$ cat src/rtl/magnetron_pkg.sv
// Shared state type and encoding constants for the magnetron controller.
package magnetron_pkg;

    localparam logic [1:0] ST_IDLE  = 2'd0;
    localparam logic [1:0] ST_COOK  = 2'd1;
    localparam logic [1:0] ST_PAUSE = 2'd2;
    localparam logic [1:0] ST_DONE  = 2'd3;

    typedef enum logic [1:0] {
        IDLE  = ST_IDLE,
        COOK  = ST_COOK,
        PAUSE = ST_PAUSE,
        DONE  = ST_DONE
    } state_t;

endpackage

$ cat src/rtl/magnetron_if.sv
// Operator/timer requests in, magnetron drive and status out.
interface magnetron_if #(
    parameter int PWR_W = 4
);
    logic             start;
    logic             stop;
    logic             clear;
    logic             door_closed;
    logic             timer_done;
    logic [PWR_W-1:0] power_lvl;
    logic             mag_on;
    logic [1:0]       state;
    logic             done;

    modport ctrl (
        input  start, stop, clear, door_closed, timer_done, power_lvl,
        output mag_on, state, done
    );

    modport host (
        output start, stop, clear, door_closed, timer_done, power_lvl,
        input  mag_on, state, done
    );
endinterface

$ cat src/rtl/mag_pwm.sv
// Power-level PWM: latches the requested duty on load and gates the drive
// by comparing a free-running window counter against it.
module mag_pwm #(
    parameter int PWR_W   = 4,
    parameter int FULL_ON = 1
) (
    input  logic             clk,
    input  logic             rst_n,
    input  logic             en,
    input  logic             load,
    input  logic [PWR_W-1:0] lvl_in,
    output logic             on
);

    logic [PWR_W-1:0] pwm_cnt;
    logic [PWR_W-1:0] lvl_q;
    logic             full_on;

    always_ff @(posedge clk or negedge rst_n) begin
        if (!rst_n) begin
            pwm_cnt <= '0;
            lvl_q   <= '0;
        end else if (load) begin
            pwm_cnt <= '0;
            lvl_q   <= lvl_in;
        end else if (en) begin
            pwm_cnt <= pwm_cnt + 1'b1;
        end
    end

    // Without the all-ones override the top level would still idle one cycle per window.
    assign full_on = (FULL_ON != 0) && (&lvl_q);
    assign on      = en && ((pwm_cnt < lvl_q) || full_on);

endmodule

$ cat src/rtl/magnetron_ctrl.sv
// Microwave cook sequencer: IDLE/COOK/PAUSE/DONE with door interlock and
// PWM-regulated magnetron drive decoded purely from registered state.
module magnetron_ctrl
    import magnetron_pkg::*;
#(
    parameter int PWR_W   = 4,
    parameter int FULL_ON = 1
) (
    input  logic         clk,
    input  logic         rst_n,
    magnetron_if.ctrl    bus
);

    state_t state_q;
    state_t state_n;
    logic   kill;
    logic   can_start;
    logic   pwm_load;
    logic   pwm_en;

    assign kill      = bus.clear || bus.stop;
    assign can_start = bus.start && bus.door_closed;

    always_ff @(posedge clk or negedge rst_n) begin
        if (!rst_n) begin
            state_q <= IDLE;
        end else begin
            state_q <= state_n;
        end
    end

    always_comb begin
        state_n = state_q;
        unique case (state_q)
            IDLE: begin
                if (!kill && can_start) state_n = COOK;
            end
            COOK: begin
                if (kill)                 state_n = IDLE;
                else if (!bus.door_closed) state_n = PAUSE;
                else if (bus.timer_done)  state_n = DONE;
            end
            PAUSE: begin
                if (kill)           state_n = IDLE;
                else if (can_start) state_n = COOK;
            end
            DONE: begin
                state_n = IDLE;
            end
            default: state_n = IDLE;
        endcase
    end

    // Every entry into COOK (fresh start or resume) restarts the PWM window.
    assign pwm_load = (state_n == COOK) && (state_q != COOK);
    assign pwm_en   = (state_q == COOK);

    mag_pwm #(
        .PWR_W   (PWR_W),
        .FULL_ON (FULL_ON)
    ) u_pwm (
        .clk    (clk),
        .rst_n  (rst_n),
        .en     (pwm_en),
        .load   (pwm_load),
        .lvl_in (bus.power_lvl),
        .on     (bus.mag_on)
    );

    assign bus.state = state_q;
    assign bus.done  = (state_q == DONE);

endmodule

$ cat src/flat_wrapper.sv
// flat-port wrapper written by rule: the top's interface ports become plain ports
module magnetron_ctrl_flat import magnetron_pkg::*;
#(
    parameter int PWR_W   = 4,
    parameter int FULL_ON = 1
)
  (clk, rst_n, bus_start, bus_stop, bus_clear, bus_door_closed, bus_timer_done, bus_power_lvl, bus_mag_on, bus_state, bus_done);
  magnetron_if #(.PWR_W(PWR_W)) bus_i ();
  input  logic clk;
  input  logic rst_n;
  input wire logic [$bits(bus_i.start)-1:0] bus_start;
  input wire logic [$bits(bus_i.stop)-1:0] bus_stop;
  input wire logic [$bits(bus_i.clear)-1:0] bus_clear;
  input wire logic [$bits(bus_i.door_closed)-1:0] bus_door_closed;
  input wire logic [$bits(bus_i.timer_done)-1:0] bus_timer_done;
  input wire logic [$bits(bus_i.power_lvl)-1:0] bus_power_lvl;
  output wire logic [$bits(bus_i.mag_on)-1:0] bus_mag_on;
  output wire logic [$bits(bus_i.state)-1:0] bus_state;
  output wire logic [$bits(bus_i.done)-1:0] bus_done;
  assign bus_i.start = bus_start;
  assign bus_i.stop = bus_stop;
  assign bus_i.clear = bus_clear;
  assign bus_i.door_closed = bus_door_closed;
  assign bus_i.timer_done = bus_timer_done;
  assign bus_i.power_lvl = bus_power_lvl;
  assign bus_mag_on = bus_i.mag_on;
  assign bus_state = bus_i.state;
  assign bus_done = bus_i.done;
  magnetron_ctrl #(.PWR_W(PWR_W), .FULL_ON(FULL_ON)) u_core (.clk(clk), .rst_n(rst_n), .bus(bus_i));
endmodule
$ cat config.mk
export PLATFORM = sky130hd
export DESIGN_NAME = magnetron_ctrl_flat
export DESIGN_NICKNAME = d
export VERILOG_FILES = /design/src/rtl/magnetron_pkg.sv /design/src/rtl/magnetron_if.sv /design/src/rtl/mag_pwm.sv /design/src/rtl/magnetron_ctrl.sv /design/src/flat_wrapper.sv
export SDC_FILE = /design/constraint.sdc
export NUM_CORES = 1
export LEC_CHECK = 0
export ABC_CLOCK_PERIOD_IN_PS = 1350
export CORE_MARGIN = 5
export CORE_UTILIZATION = 40
export DETAILED_ROUTE_END_ITERATION = 10
export GPL_TIMING_DRIVEN = 0
export PLACE_DENSITY = 0.71
export SLEW_MARGIN = 10
export SYNTH_ARGS = -nofsm -noshare
export SYNTH_HDL_FRONTEND = slang
export SYNTH_SLANG_ARGS = --single-unit
$ cat constraint.sdc
create_clock -name clk -period 1.35 [get_ports clk]
set_clock_uncertainty 0.2 [all_clocks]
set_input_delay 0.2025 -clock clk [delete_from_list [all_inputs] [get_ports clk]]
set_output_delay 0.2025 -clock clk [all_outputs]
set_load 0.01 [all_outputs]
# After elaboration in Yosys (flattened, before gate mapping)
# Cells that the tools add are included.
totals:
  ff_bits: 10
  latch_bits: 0
  ram_bits: 0
  romBits: 0
  inputBits: 11
  output_inout_bits: 4
  wordCells: 29
  mem_count: 0
classes:
  addsub: 1
  multipliers: 0
  div_mod_pow: 0
  order_cmp: 1
  eq_ne: 5
  shifts: 0
  mux: 9
  n_bitwise: 0
  reduce_logical: 10
op_table:
  columns: ["cell", "n"]
  rows:
  - ["$mux W2", 6]
  - ["$mux W4", 2]
  - ["$pmux W2 S4", 1]
  - ["$add A4 B1 Y4 const B", 1]
  - ["$eq A2 B1 Y1 const B", 2]
  - ["$eq A2 B2 Y1 const B", 2]
  - ["$logic_and A1 B1 Y1", 4]
  - ["$lt A4 B4 Y1", 1]
  - ["$reduce_and A4 Y1", 1]
  - ["$logic_not A2 Y1", 1]
  - ["$logic_or A1 B1 Y1", 2]
  - ["$ne A2 B1 Y1 const B", 1]
  - ["$reduce_bool A2 Y1", 1]
  - ["$logic_not A1 Y1", 1]

# Longest topological paths before layout
logic_depth:
  ltp_word: 8
  ltp_mapped: 5
  depth_no_buf: 5

# Hierarchy
# Synthesis repeated with hierarchy kept, for this count alone.
unflattened:
  cells_unflattened: 55
  hier_area_um2: 554.3
by_module_without_submodules:
  columns: ["mod", "instances", "cells_each", "area_each_um2", "seq_area_each_um2"]
  rows:
  - ["mag_pwm", 1, 41, 422.9, 200.2]
  - ["magnetron_ctrl", 1, 14, 131.4, 50.0]

# Worst setup path before layout
# Ideal clock, no wire load.
synth_path:
  path_type: "flip-flop to output port"
  start: "reg u_core.u_pwm.pwm_cnt[1]"
  end: "out bus_mag_on"
  arrival_time_ns: 1.187
  required_ns: 0.947
  setup_slack_ns: -0.239
  path_stages_with_launch: 5
  n_path_buf: 0
  path_cell_list: "dfrtp_1 > ha_1 > a211oi_1 > o21bai_1 > a21oi_1"
synth_via:
  elab_chain_len: 3
synth_lines:
  columns: ["item", "line_no", "text"]
  rows:
  - ["start: declaration", "mag_pwm.sv:15", "logic [PWR_W-1:0] pwm_cnt;"]
  - ["start signal: assignment", "mag_pwm.sv:27", "pwm_cnt <= pwm_cnt + 1'b1;"]
  - ["$lt A4 B4 Y1", "mag_pwm.sv:33", "assign on = en && ((pwm_cnt < lvl_q) || full_on);"]
  - ["$logic_or A1 B1 Y1", "mag_pwm.sv:33", null]
  - ["$logic_and A1 B1 Y1", "mag_pwm.sv:33", null]
  - ["end: declaration", "flat_wrapper.sv:17", "output wire logic [$bits(bus_i.mag_on)-1:0] bus_mag_on;"]
# Every way passes these cells.

# Worst setup path in the final report
# Same ends and word-level chain as after synthesis.

==> results.yml <==
floorplanning:
  dieArea_um2: 2210
  ios: 15
  placementRows: 13
  start_util_pct: 42.2
  chipWidth_um: 47.1
  die_y_um: 47.1
  coreArea_um2: 1300
clocking:
  cts_sinks: 10
  clk_latency_ps: 260
  cts-root-buf: "clkbuf_4"
  cts_tree: "done"
  path_clk_slew_ps: 60
  numCtsBuffers: 3
  cts.path.max_buffers: 2
  cts-htree-levels: 1
synth:
  synth_commonest_cells: "dfrtp_1, a21oi_1"
  synth_most_common_cell: "dfrtp_1"
  syn_avg_cell_area_um2: 10.6
  synth_top_area_cell: "dfrtp_1"
  synthDistinctLibCells: 20
  synthArstFlopShare_pct: 100
  ys_top_cells_by_area: "dfrtp_1, ha_1, mux2_2"
  synth_ff_type: "dfrtp_1"
  synth_cells: 52
  syn-num-nets: 67
  synth_area_um2: 549
  seq_area_frac_synth_pct: 45.6
  yosys_warnings: 0
  synth_edf_count: 0
  ys_seq_elements: 10
  netlist.area_leader.share_pct: 45.6
status:
  outcome: "finished with violations"
  violations: "negative setup slack"
flow_run:
  maxCapViolCount: 0
worst_setup_path:
  worst_ep_arrival_time_ps: 1460
  path_cells: "ha_4 > a211oi_2 > o21bai_1 > a21oi_2 > buf_2"
  critical_path_buf_inv_count: 1
  worst_setup_path_end_kind: "output pin"
  crit_type: "reg2out"
  worstPathRequired_ps: 950
  crit_path_max_incr_delay_ps: 410
  crit_slowest_cell: "dfrtp_1"
  path_max_fanout: 2
  cp_top_family: "compound AO/OA/AOI/OAI gates"
  cp-start-kind: "flip-flop"
detailed_routing:
  ant_nets: 0
  wire_per_inst_um: 14.9
  vias_per_cell: 5.28
  dr.pass1.iters: 2
  wirelength_um: 1340
  drc: 0
  vias: 475
  drt_iter0_markers: 2
timing:
  drv_slew: 0
  setup_slack_ps: -513
  finalSetupViolCount: 12
  rsz0062_at_grt: "yes"
  fin_crit_ps: 1860
  finalHoldViolations: 0
  fmax_ghz: 0.537
  tightest_slew_ps: 470
  min_period_over_period_pct: 138
  slew_headroom_pct: 68.6
worst_hold_path:
  min_path_type: "in2async"
global_route:
  grt_pass1_vias: 459
  gr-max-usage-layer: "met2"
  grt_max_degree: 11
  antenna_found_initial: 0
  overflow: 0
  grtUsageMet2_pct: 21.7
  grtUsageMet1_pct: 16.4
  track_usage_pct: 14.3
  grt_pass1_wl_um: 2040
  grt_use_met3_pct: 5.36
final_layout:
  fin_area_um2: 898
  syn_to_final_growth_pct: 63.6
  regArea_um2: 253
  diodes: 0
  fin_util_pct: 69.0
  drive_gt1_share_pct: 53.3
  nets: 92
  multiInputGateArea_um2: 383
  fillCellCount: 96
power:
  power.density_nw_per_um2: 1180
  p_leak_nw: 0.389
  p_total_mw: 1.06
  peakVddDrop_mv: 0.488
placement:
  place.gp.congestion: 0.737
  dp_hpwl_um: 889
  numPortBuffers: 14
  place_area_um2: 717
## cell usage in the layout (no fill, tap or decap), types with 3 or more instances in the layout
master	count
clkdlybuf4s50_1	10
dfrtp_1	8
buf_4	3
nand2_1	4
mux2_2	4
buf_6	3
a21oi_2	4
clkbuf_4	3
## final timing paths
path / start / to / slack, ps / cells after the start
max in group asynchronous: rst_n / u_core.bus.state[1] / 540 / 1
max: u_core.u_pwm.pwm_cnt[1] / bus_mag_on / -510 / 5
min in group clk: u_core.u_pwm.pwm_cnt[3] / u_core.u_pwm.pwm_cnt[3] / 320 / 1
min reg2reg: u_core.u_pwm.pwm_cnt[3] / u_core.u_pwm.pwm_cnt[3] / 320 / 1
max reg2reg: u_core.bus.state[0] / u_core.u_pwm.lvl_q[1] / -190 / 4
min: rst_n / u_core.u_pwm.lvl_q[0] / 60 / 1
## per-layer routing
metal  routed length [um]  part of all wire [%]
met1                  519                    39
met2                  702                    52
met3                   80                   6.0
met4                   37                   2.8
met5                    0                     0
## worst reg2reg max path: stages, from the launching register on
cell      delay (ps)
dfrtp_2          450
buf_12           140
buf_12           120
nand4b_4         200
mux2_2           320
## state kept, by name, summed over array words and instances, names as in the netlist
signal,cells
u_core.bus.state,2
u_core.u_pwm.lvl_q,4
u_core.u_pwm.pwm_cnt,4
## stage by stage
step	hold WS (ps)	worst slack [ps]	cells	TNS, ps
finish	64.3	-513	90	-1720
CTS	76.2	-537	87	-808
detailed placement	308	-703	81	-2700
global route	93.5	-622	90	-2430
global placement	285	-664	81	-2550
floorplan	-293	-140	52	-140
## kinds of logic (layout without fill, tap and decap cells)
logic type | after synthesis | after routing | synth area share [%]
AO/OA/AOI/OAI | 10 | 10 | 10.0
XOR/XNOR | 2 | 2 | 3.19
adder cells (fa/ha/maj) | 4 | 4 | 9.11
buffers and inverters | 4 | 27 | 2.73
flip-flops | 10 | 10 | 45.6
multiplexers | 4 | 4 | 8.20
AND/OR/NAND/NOR | 18 | 18 | 21.2
## area by class of cell
| type | instances | area share [%] |
|---|---|---|
| inverter | 4 | 1.67 |
| tap | 15 | 2.09 |
| sequential | 10 | 28.1 |
| multi-input combinational | 38 | 42.6 |
| timing repair buffer | 20 | 23.0 |
| clock buffer | 3 | 2.51 |
## timing repair
item                       4_1_cts  5_1_grt
pin swaps                        3        9
setup buffers                    3        3
setup endpoints to repair        4       13
hold buffers                     0        0
resized for setup               18       24
gates cloned                     0        0
## report_power, final
group / switching (mW) / internal [mW]
combinational: 0.173 / 0.242
sequential: 0.0811 / 0.370
clock: 0.0924 / 0.103
total: 0.347 / 0.715
(Power assumes the default switching activity.)
